File: src/rtl/pipe_ctrl_regs.sv
// -----------------------------------------------------------------------------
// pipe_ctrl_regs
//
// Pipeline control registers for a classic five-stage in-order core:
//   * the program counter, with a write-enable used for stalls,
//   * the IF/ID register (instruction, PC+4, valid), with hold and flush,
//   * the control-bit shift chain ID/EX -> EX/MEM -> MEM/WB, where each
//     stage can be forced to a bubble (all-zero control),
//   * two saturating 16-bit event counters (stall cycles, flush cycles).
//
// Ports
//   clk_i                 single clock, all state updates on the rising edge
//   rst_i                 synchronous, active-high reset
//   PCWrite_i             1 = PC loads PC_next_i, 0 = PC holds (stall)
//   WritePipeReg_IFID_i   1 = IF/ID loads, 0 = IF/ID holds
//   Flush_IFID_i          1 = IF/ID becomes a bubble (wins over the write)
//   ControlReset_ID_i     1 = zero the control entering ID/EX
//   ControlReset_EX_i     1 = zero the control entering EX/MEM
//   ControlReset_MEM_i    1 = zero the control entering MEM/WB
//   PC_next_i             next PC from the PC-source mux
//   Instr_IF_i            fetched instruction
//   PCplus4_IF_i          PC+4 of the fetched instruction
//   Ctrl_ID_i             decoded control: [9:5] EX, [4:2] MEM, [1:0] WB
//   PC_o                  current PC
//   Instr_IFID_o          IF/ID instruction
//   PCplus4_IFID_o        IF/ID PC+4
//   Valid_IFID_o          IF/ID holds a real instruction
//   Ctrl_IDEX_o           ID/EX control (all fields)
//   Ctrl_EXMEM_o          EX/MEM control (MEM + WB fields)
//   Ctrl_MEMWB_o          MEM/WB control (WB field)
//   StallCount_o          edges with PCWrite_i = 0, saturating
//   FlushCount_o          edges with Flush_IFID_i = 1, saturating
// -----------------------------------------------------------------------------
module pipe_ctrl_regs (
  input  logic        clk_i,
  input  logic        rst_i,
  input  logic        PCWrite_i,
  input  logic        WritePipeReg_IFID_i,
  input  logic        Flush_IFID_i,
  input  logic        ControlReset_ID_i,
  input  logic        ControlReset_EX_i,
  input  logic        ControlReset_MEM_i,
  input  logic [31:0] PC_next_i,
  input  logic [31:0] Instr_IF_i,
  input  logic [31:0] PCplus4_IF_i,
  input  logic [9:0]  Ctrl_ID_i,
  output logic [31:0] PC_o,
  output logic [31:0] Instr_IFID_o,
  output logic [31:0] PCplus4_IFID_o,
  output logic        Valid_IFID_o,
  output logic [9:0]  Ctrl_IDEX_o,
  output logic [4:0]  Ctrl_EXMEM_o,
  output logic [1:0]  Ctrl_MEMWB_o,
  output logic [15:0] StallCount_o,
  output logic [15:0] FlushCount_o
);

  localparam logic [15:0] CNT_MAX = 16'hFFFF;

  // IF/ID contents kept together so hold/flush/load treat them as one unit.
  typedef struct packed {
    logic [31:0] instr;
    logic [31:0] pc_plus4;
    logic        valid;
  } ifid_t;

  localparam ifid_t IFID_BUBBLE = '{instr: 32'h0, pc_plus4: 32'h0, valid: 1'b0};

  logic [31:0] pc_d,         pc_q;
  ifid_t       ifid_d,       ifid_q;
  logic [9:0]  ctrl_idex_d,  ctrl_idex_q;
  logic [4:0]  ctrl_exmem_d, ctrl_exmem_q;
  logic [1:0]  ctrl_memwb_d, ctrl_memwb_q;
  logic [15:0] stall_cnt_d,  stall_cnt_q;
  logic [15:0] flush_cnt_d,  flush_cnt_q;

  // ---------------------------------------------------------------------------
  // Next-state logic
  // ---------------------------------------------------------------------------
  always_comb begin
    // NOTE: every signal gets a "hold" default before any condition so no
    // path leaves it unassigned; that is what keeps this block latch-free.
    pc_d        = pc_q;
    ifid_d      = ifid_q;
    stall_cnt_d = stall_cnt_q;
    flush_cnt_d = flush_cnt_q;

    if (PCWrite_i) begin
      pc_d = PC_next_i;
    end

    // Flush beats write: a squashed fetch must never reach decode.
    if (Flush_IFID_i) begin
      ifid_d = IFID_BUBBLE;
    end else if (WritePipeReg_IFID_i) begin
      ifid_d = '{instr: Instr_IF_i, pc_plus4: PCplus4_IF_i, valid: 1'b1};
    end

    // The control chain never holds: a stall is expressed as a bubble
    // injected through the per-stage control resets.
    ctrl_idex_d  = ControlReset_ID_i  ? 10'h000 : Ctrl_ID_i;
    ctrl_exmem_d = ControlReset_EX_i  ? 5'h00   : ctrl_idex_q[4:0];
    ctrl_memwb_d = ControlReset_MEM_i ? 2'h0    : ctrl_exmem_q[1:0];

    // Counters stick at all-ones instead of wrapping.
    if (!PCWrite_i && (stall_cnt_q != CNT_MAX)) begin
      stall_cnt_d = stall_cnt_q + 16'd1;
    end
    if (Flush_IFID_i && (flush_cnt_q != CNT_MAX)) begin
      flush_cnt_d = flush_cnt_q + 16'd1;
    end
  end

  // ---------------------------------------------------------------------------
  // State registers
  // ---------------------------------------------------------------------------
  always_ff @(posedge clk_i) begin
    // NOTE: non-blocking assignments so every register samples the values
    // from before this edge, regardless of statement order.
    if (rst_i) begin
      pc_q         <= 32'h0;
      ifid_q       <= IFID_BUBBLE;
      ctrl_idex_q  <= 10'h000;
      ctrl_exmem_q <= 5'h00;
      ctrl_memwb_q <= 2'h0;
      stall_cnt_q  <= 16'h0;
      flush_cnt_q  <= 16'h0;
    end else begin
      pc_q         <= pc_d;
      ifid_q       <= ifid_d;
      ctrl_idex_q  <= ctrl_idex_d;
      ctrl_exmem_q <= ctrl_exmem_d;
      ctrl_memwb_q <= ctrl_memwb_d;
      stall_cnt_q  <= stall_cnt_d;
      flush_cnt_q  <= flush_cnt_d;
    end
  end

  // ---------------------------------------------------------------------------
  // Outputs come straight from flops
  // ---------------------------------------------------------------------------
  assign PC_o           = pc_q;
  assign Instr_IFID_o   = ifid_q.instr;
  assign PCplus4_IFID_o = ifid_q.pc_plus4;
  assign Valid_IFID_o   = ifid_q.valid;
  assign Ctrl_IDEX_o    = ctrl_idex_q;
  assign Ctrl_EXMEM_o   = ctrl_exmem_q;
  assign Ctrl_MEMWB_o   = ctrl_memwb_q;
  assign StallCount_o   = stall_cnt_q;
  assign FlushCount_o   = flush_cnt_q;

endmodule

File: config.mk
export PLATFORM = sky130hd
export DESIGN_NAME = pipe_ctrl_regs
export DESIGN_NICKNAME = d
export VERILOG_FILES = /design/src/rtl/pipe_ctrl_regs.sv
export SDC_FILE = /design/constraint.sdc
export NUM_CORES = 1
export LEC_CHECK = 0
export ABC_AREA = 1
export BUFFER_PORTS_ARGS = -buffer_cell sky130_fd_sc_hd__buf_2
export CORE_MARGIN = 5
export CORE_UTILIZATION = 25
export DETAILED_ROUTE_END_ITERATION = 8
export GPL_ROUTABILITY_DRIVEN = 0
export HOLD_SLACK_MARGIN = 0.06
export PLACE_DENSITY_LB_ADDON = 0.15
export SLEW_MARGIN = 25
export SYNTH_ARGS = -nofsm -noshare
export SYNTH_HDL_FRONTEND = slang
export SYNTH_SLANG_ARGS = --single-unit
File: constraint.sdc
create_clock -name clk_i -period 2.4 [get_ports clk_i]
set_input_delay 0.24 -clock clk_i [delete_from_list [all_inputs] [get_ports clk_i]]
set_output_delay 0.24 -clock clk_i [all_outputs]
set_load 0.01 [all_outputs]
==> impl_summary.log, run 1 <==
INFO  metric leak_pwr = just over 4 nW
INFO  metric critPathMaxFanout = 32
INFO  metric die-height = approximately 160 um
INFO  metric dp_hpwl = between 10000 and 15000 um
INFO  metric detail_route.drc_violations = 0
INFO  metric status = finished clean
INFO  metric drt-vias-per-instance = between 4 and 5
INFO  metric timing.hold.worst_path_depth = 3
INFO  metric worstHoldPathType = input pin to flop
INFO  metric wl_met1 = ~8000 um
INFO  metric vdd_drop_max = 0.463 mV
INFO  metric grt_first_pass_wirelength = approximately 31000 um
INFO  metric min-delay-start = Instr_IF_i[8]
INFO  metric post-route-period-util = 0.737
INFO  metric cts_buffer_depth = 2
INFO  metric maximum_number_of_pins_on_one_net_before_global_route_repair = 66
INFO  metric crit_type = input pin to flop
INFO  metric part_of_the_yosys_area_used_for_sequential_elements = 0.515
INFO  metric unrepaired_setup_endpoints_after_global_routing = no
INFO  metric timing.final.setup_violations = 0
INFO  metric post_cts_buffers = 0
INFO  metric cts_buffers = 17
INFO  metric flow.area_growth_from_synthesis = 55.2%
INFO  metric initial_utilization = 0.252
INFO  metric finalNetCount = 1231
INFO  metric synth_enable_flop_cells = 0
INFO  metric top_signal_layer_used = met4
INFO  metric synth_seq_cells = about 150
INFO  metric yosysMostFrequentCell = sky130_fd_sc_hd__nand2_1
INFO  metric timing.critical_path.max_delay_family = buffers and inverters
INFO  metric met2WireLength = about 9400 um
INFO  metric library_cell_with_the_largest_summed_area_after_synthesis = sky130_fd_sc_hd__dfxtp_1
INFO  metric place_ws = 0.665 ns
INFO  metric period_minus_slack = 1.77 ns
INFO  metric skew = 0.00948 ns
INFO  metric cap_viol_max_count = 0
INFO  metric crit_buf_inv = 4
INFO  metric crit_chain = dlygate4sd3_1 > buf_2 > clkinv_1 > buf_12 > o21ai_0 > nor2_1
INFO  metric reg2reg_from = StallCount_o[0]
INFO  metric post_drt_wl_per_cell = roughly 13 um
INFO  metric maxSlewHeadroom = 0.517
INFO  metric tritoncts = yes
INFO  metric critPathCaptureType = flop
INFO  metric number_of_unique_standard_cell_types_used_by_synthesis = 26
INFO  metric final_layout_size_suffix_gt1_frac = 0.287
INFO  metric die_extent_in_x = about 160 um
INFO  metric via_count_of_the_first_global_routing_pass = 5932
INFO  metric clock_sinks = between 100 and 150
INFO  metric total_count_of_hold_check_failures_in_the_final_report = 0
INFO  metric fmax_achieved = roughly 0.57 GHz
INFO  metric std_cell_rows = 55
INFO  metric synth.net_count = approximately 900
INFO  metric syn-cell-area = around 0.0057 mm2
INFO  metric drt-total-wl = between 15000 and 20000 um
INFO  metric grt.overflow.total = 0
INFO  metric worst-endpoint-required = roughly 2.7 ns
INFO  metric htree_levels = 4
INFO  metric design.core.area = about 0.023 mm2
INFO  metric antenna_violating_nets_remaining = 0
INFO  metric pwr_density_cell = around 660 mW/mm2
INFO  metric drt_initial_violations = around 220
INFO  metric synthCells = just under 800
INFO  metric synth_top_cells_by_count = sky130_fd_sc_hd__nand2_1 (195), sky130_fd_sc_hd__nor2_1 (163), sky130_fd_sc_hd__dfxtp_1 (146)
INFO  metric netlist.area_leader.share = 0.515
INFO  metric arrival = 2.08 ns
INFO  metric slew_worst_pin = just over 0.7 ns
INFO  metric cts.repair.resized = 0
INFO  metric maxSlewViolCount = 0
INFO  metric grt_antenna_before_repair = 2
INFO  metric die_area = between 0.02 and 0.03 mm2
INFO  metric critical-path-max-stage-delay = 0.58 ns
INFO  metric syn_avg_cell_area = 7.37 um2
INFO  metric clkSlewWorstSetupHoldPaths = 0.07 ns
INFO  metric worst_path_max_delay_cell = sky130_fd_sc_hd__clkinv_1
INFO  metric boundaryPins = 260
INFO  metric drt-pass1-iter-count = 4
INFO  metric grt.total_usage = 0.146
INFO  metric ys.warnings.count = 0
INFO  metric port_buffers = 259
INFO  metric holdPathEnd = Instr_IFID_o[8]
INFO  metric synthTopCellsByArea = sky130_fd_sc_hd__dfxtp_1 (52%), sky130_fd_sc_hd__nand2_1 (13%), sky130_fd_sc_hd__nor2_1 (11%), sky130_fd_sc_hd__a21oi_1 (7.5%), sky130_fd_sc_hd__o21ai_0 (3.4%)
INFO  metric setup_ws = 0.631 ns
INFO  metric worst-r2r-setup-slack = about 0.85 ns
INFO  metric yosys_most_used_dff = sky130_fd_sc_hd__dfxtp_1
INFO  metric r2r_cells = 6
INFO  metric worstSkewPairLatency = ~0.42 ns
INFO  metric finalSetupTns = 0 ns
INFO  metric cts_root_buffer = sky130_fd_sc_hd__clkbuf_16
INFO  metric detailroute.wirelength.met3 = between 1000 and 1500 um
INFO  metric r2r-end = StallCount_o[2]
INFO  metric async_reset_ff_frac = 0
INFO  metric dr_total_vias = 5984
INFO  metric critPathLaunchType = input pin
## registers in the layout (all words and copies together), names as in the netlist
name,cells
Ctrl_EXMEM_o,5
Ctrl_IDEX_o,10
Ctrl_MEMWB_o,2
FlushCount_o,16
Instr_IFID_o,32
PC_o,32
PCplus4_IFID_o,32
StallCount_o,16
Valid_IFID_o,1
## where the power goes
part / internal (mW) / switching, mW
Combinational: 0.301 / 0.305
Clock: 1.49 / 1.21
Sequential: 2.51 / 0.0425
## worst register-to-register path: stages (launching register included)
cell,delay [ns]
sky130_fd_sc_hd__dfxtp_1,0.40
sky130_fd_sc_hd__ha_1,0.17
sky130_fd_sc_hd__inv_1,0.05
sky130_fd_sc_hd__nor2_2,0.17
sky130_fd_sc_hd__nand4_4,0.36
sky130_fd_sc_hd__a21oi_1,0.24
sky130_fd_sc_hd__nor2_1,0.06
## how the worst max path moves through the flow
stage / startpoint / end / slack [ns] / cells past startpoint
floorplan: FlushCount_o[0] / FlushCount_o[7] / 0.96 / 7
detailed placement: rst_i / PC_o[5] / 0.67 / 5
global placement: rst_i / FlushCount_o[0] / 0.70 / 5
CTS: rst_i / PC_o[5] / 0.59 / 6
finish: rst_i / PC_o[5] / 0.63 / 6
global route: rst_i / PC_o[16] / 0.49 / 6
## through the flow
step | cells | instance area (um2) | utilization | total power [mW] | hold WS (ns)
after floorplan | 770 | 5670 | - | 2.84 | 0.315
after global placement | 1284 | 7230 | 0.321 | 3.09 | 0.418
after detailed placement | 1284 | 7230 | 0.321 | 3.10 | 0.422
after CTS | 1412 | 8790 | 0.390 | 5.96 | 0.0600
after global routing | 1415 | 8800 | 0.391 | 6.14 | 0.0630
final | 1415 | 8800 | 0.391 | 5.85 | 0.0779
## per-layer routing
| metal | track usage | vias up |
|---|---|---|
| li1 | - | 3127 |
| met1 | 0.173 | 2685 |
| met2 | 0.248 | 142 |
| met3 | 0.0477 | 30 |
| met4 | 0.0516 | 0 |
| met5 | 0 | - |
## cells by family (layout without fill, tap and decap cells)
logic type,count (synthesis),in the layout,synth area share
AND/OR/NAND/NOR,416,416,0.306
adder cells (fa/ha/maj),2,2,0.00441
buffers and inverters,81,439,0.0622
other,0,2,0
AO/OA/AOI/OAI,125,125,0.112
flip-flops,146,146,0.515
## cells in the final DEF, fill, tap and decap left out, drive strengths merged
cell         count
nand3           31
clkinv           6
dlygate4sd3     97
buf            267
and2             1
clkbuf          17
or2              2
o21ai           38
nor2           168
bufinv           1
ha               2
dfxtp          146
nand2          201
a21oi           87
nor3             4
diode            2
clkinvlp         2
nand4            7
nor3b            2
inv             49
## cell type report
cell class                 instances  area (um2)
fill                            2395       13700
multi-input combinational        543        2400
inverter                          43         161
tap                              285         357
clock buffer                      17         425
clock inverter                    15         170
timing repair buffer             364        2360
sequential                       146        2920
antenna                            2        5.00
## what timing repair did
action                                  4_1_cts  5_1_grt
endpoints found under the setup margin        0        0
hold buffers                                 96        1
hold endpoints to repair                     95        1
(Power assumes the default switching activity.)
==> run 2: changes to the inputs <==
==> constraint.sdc (replaced) <==
create_clock -name clk_i -period 1.65 [get_ports clk_i]
set_input_delay 0.165 -clock clk_i [delete_from_list [all_inputs] [get_ports clk_i]]
set_output_delay 0.165 -clock clk_i [all_outputs]
set_load 0.01 [all_outputs]
==> impl_summary.log, run 2 (synthesis gave the netlist of run 1 again) <==
INFO  metric worstHoldPathType = input pin to flop
INFO  metric fmax_achieved = approximately 0.68 GHz
INFO  metric reg2reg_from = FlushCount_o[1]
INFO  metric final_layout_size_suffix_gt1_frac = 0.296
INFO  metric unrepaired_setup_endpoints_after_global_routing = yes
INFO  metric arrival = around 1.8 ns
INFO  metric report.power.total = 8.63 mW
INFO  metric crit_chain = ha_1 > nand3_2 > nor2_4 > nand2_2 > nand2_1 > inv_1 > nor2_1 > nor2_1
INFO  metric vdd_drop_max = 0.543 mV
INFO  metric clkSlewWorstSetupHoldPaths = ~0.070 ns
INFO  metric port_buffers = 259
INFO  metric maxSlewViolCount = 0
INFO  metric timing.critical_path.max_delay_family = simple AND/OR/NAND/NOR gates
INFO  metric worst_path_max_delay_cell = sky130_fd_sc_hd__dfxtp_1
INFO  metric multi_input_logic_area = about 0.0024 mm2
INFO  metric status = finished clean
INFO  metric antenna_violating_nets_remaining = 0
INFO  metric initial_utilization = 0.252
INFO  metric layout.cells.most_common = sky130_fd_sc_hd__buf_2
INFO  metric grt.total_usage = 0.147
INFO  metric period_minus_slack = between 1 and 1.5 ns
INFO  metric worst-r2r-setup-slack = 0.17 ns
INFO  metric finalNetCount = ~1300
INFO  metric detail_route.drc_violations = 0
INFO  metric n_fill_cell = 2359
INFO  metric pwr_density_cell = ~950 mW/mm2
INFO  metric worst-endpoint-required = about 2.0 ns
INFO  metric r2r_cells = 8
INFO  metric drt-vias-per-instance = approximately 4.2
INFO  metric final-seq-area = just under 0.003 mm2
INFO  metric die_area = approximately 0.026 mm2
INFO  metric cts_root_buffer = sky130_fd_sc_hd__clkbuf_16
INFO  metric critPathCaptureType = flop
INFO  metric dp_hpwl = 13300 um
INFO  metric die_extent_in_x = 161 um
INFO  metric cap_viol_max_count = 0
INFO  metric crit_type = flop to flop
INFO  metric critical_path.most_common_cell = sky130_fd_sc_hd__nor2_1
INFO  metric crit_buf_inv = 1
INFO  metric post_drt_wl_per_cell = between 10 and 15 um
INFO  metric via_count_of_the_first_global_routing_pass = 6087
INFO  metric boundaryPins = 260
INFO  metric design.core.area = 0.0225 mm2
INFO  metric leak_pwr = 4.28 nW
INFO  metric flow.area_growth_from_synthesis = 60.3%
INFO  metric timing.final.setup_violations = 0
INFO  metric critPathCapture = FlushCount_o[0]
INFO  metric cts_buffer_depth = 2
INFO  metric final_cell_count_no_fill = about 1400
INFO  metric drt-pass1-iter-count = 4
INFO  metric slew_worst_pin = roughly 0.69 ns
INFO  metric maximum_number_of_pins_on_one_net_before_global_route_repair = between 60 and 70
INFO  metric post-route-period-util = 0.896
INFO  metric grt_first_pass_wirelength = approximately 31000 um
INFO  metric tritoncts = yes
INFO  metric cts_buffers = 17
INFO  metric critPathMaxFanout = 6
INFO  metric r2r-end = FlushCount_o[0]
INFO  metric grt.overflow.total = 0
INFO  metric worstSkewPairLatency = about 0.42 ns
INFO  metric maxSlewHeadroom = 0.539
INFO  metric timing.critical_path.depth = 8
INFO  metric drt_initial_violations = between 200 and 250
INFO  metric grt_antenna_before_repair = 0
INFO  metric std_cell_rows = 55
INFO  metric final_cell_area = ~0.0091 mm2
INFO  metric timing.critical_path.from = FlushCount_o[1]
INFO  metric layout_common_cells = sky130_fd_sc_hd__buf_2 (259), sky130_fd_sc_hd__nand2_1 (194), sky130_fd_sc_hd__nor2_1 (161), sky130_fd_sc_hd__dfxtp_1 (145), sky130_fd_sc_hd__dlygate4sd3_1 (110)
INFO  metric die-height = ~160 um
INFO  metric critPathLaunchType = flop
INFO  metric dr_total_vias = 6112
INFO  metric dp_cells = between 1000 and 1500
INFO  metric drt-total-wl = 19200 um
INFO  metric total_count_of_hold_check_failures_in_the_final_report = 0
INFO  metric clock_sinks = 146
INFO  metric htree_levels = 4
INFO  metric place_area = between 0.007 and 0.008 mm2
INFO  metric post_cts_buffers = 0
INFO  metric critical-path-max-stage-delay = approximately 0.37 ns
INFO  metric skew = between 0.015 and 0.02 ns
-- run 2: final cells by class --
cell class              count  share of cell area
multi-input cells         544               0.266
repair buffers            390               0.288
well taps                 285              0.0392
diodes                      1            0.000275
clock buffers              18              0.0483
inverters                  43              0.0178
clock inverters            14              0.0186
flip-flops and latches    146               0.322
-- run 2: worst register-to-register path: cells and delay by family, from the launching register on --
| kind | cells | cell delay [ns] |
|---|---|---|
| AND/OR/NAND/NOR | 6 | 0.73 |
| buffers and inverters | 1 | 0.06 |
| flip-flops | 1 | 0.37 |
| adder cells (fa/ha/maj) | 1 | 0.20 |
-- run 2: worst min-delay path by stage --
stage / from / cells past startpoint / end
floorplan: rst_i / 1 / Ctrl_MEMWB_o[0]
global placement: ControlReset_MEM_i / 2 / Ctrl_MEMWB_o[0]
detailed placement: ControlReset_MEM_i / 2 / Ctrl_MEMWB_o[1]
CTS: PCWrite_i / 3 / StallCount_o[1]
global route: PCWrite_i / 3 / StallCount_o[1]
finish: PCWrite_i / 3 / StallCount_o[1]
-- run 2: power by group --
group	internal [mW]	switching [mW]
clock network	2.33	1.68
registers	3.65	0.0600
logic	0.466	0.450
-- run 2: through the flow --
step / utilization / hold WS, ns / setup WS (ns) / setup TNS, ns
2_1_floorplan: - / 0.240 / 0.212 / 0
3_3_place_gp: 0.327 / 0.347 / 0.167 / 0
3_5_place_dp: 0.327 / 0.349 / 0.110 / 0
4_1_cts: 0.403 / 0.105 / 0.103 / 0
5_1_grt: 0.404 / 0.120 / -0.0156 / -0.0156
6_report: 0.404 / 0.119 / 0.172 / 0
-- run 2: per-layer routing --
| layer | global-route usage | up-vias | share of wire |
|---|---|---|---|
| li1 | - | 3197 | - |
| met1 | 0.174 | 2753 | 0.43 |
| met2 | 0.250 | 135 | 0.49 |
| met3 | 0.0434 | 27 | 0.056 |
| met4 | 0.0563 | 0 | 0.020 |
| met5 | 0 | - | 0 |
-- run 2: repair_timing --
item | 4_1_cts | 5_1_grt
hold endpoints to repair | 113 | 0
endpoints found under the setup margin | 0 | 6
gates resized for setup | 0 | 5
hold buffers | 110 | 0
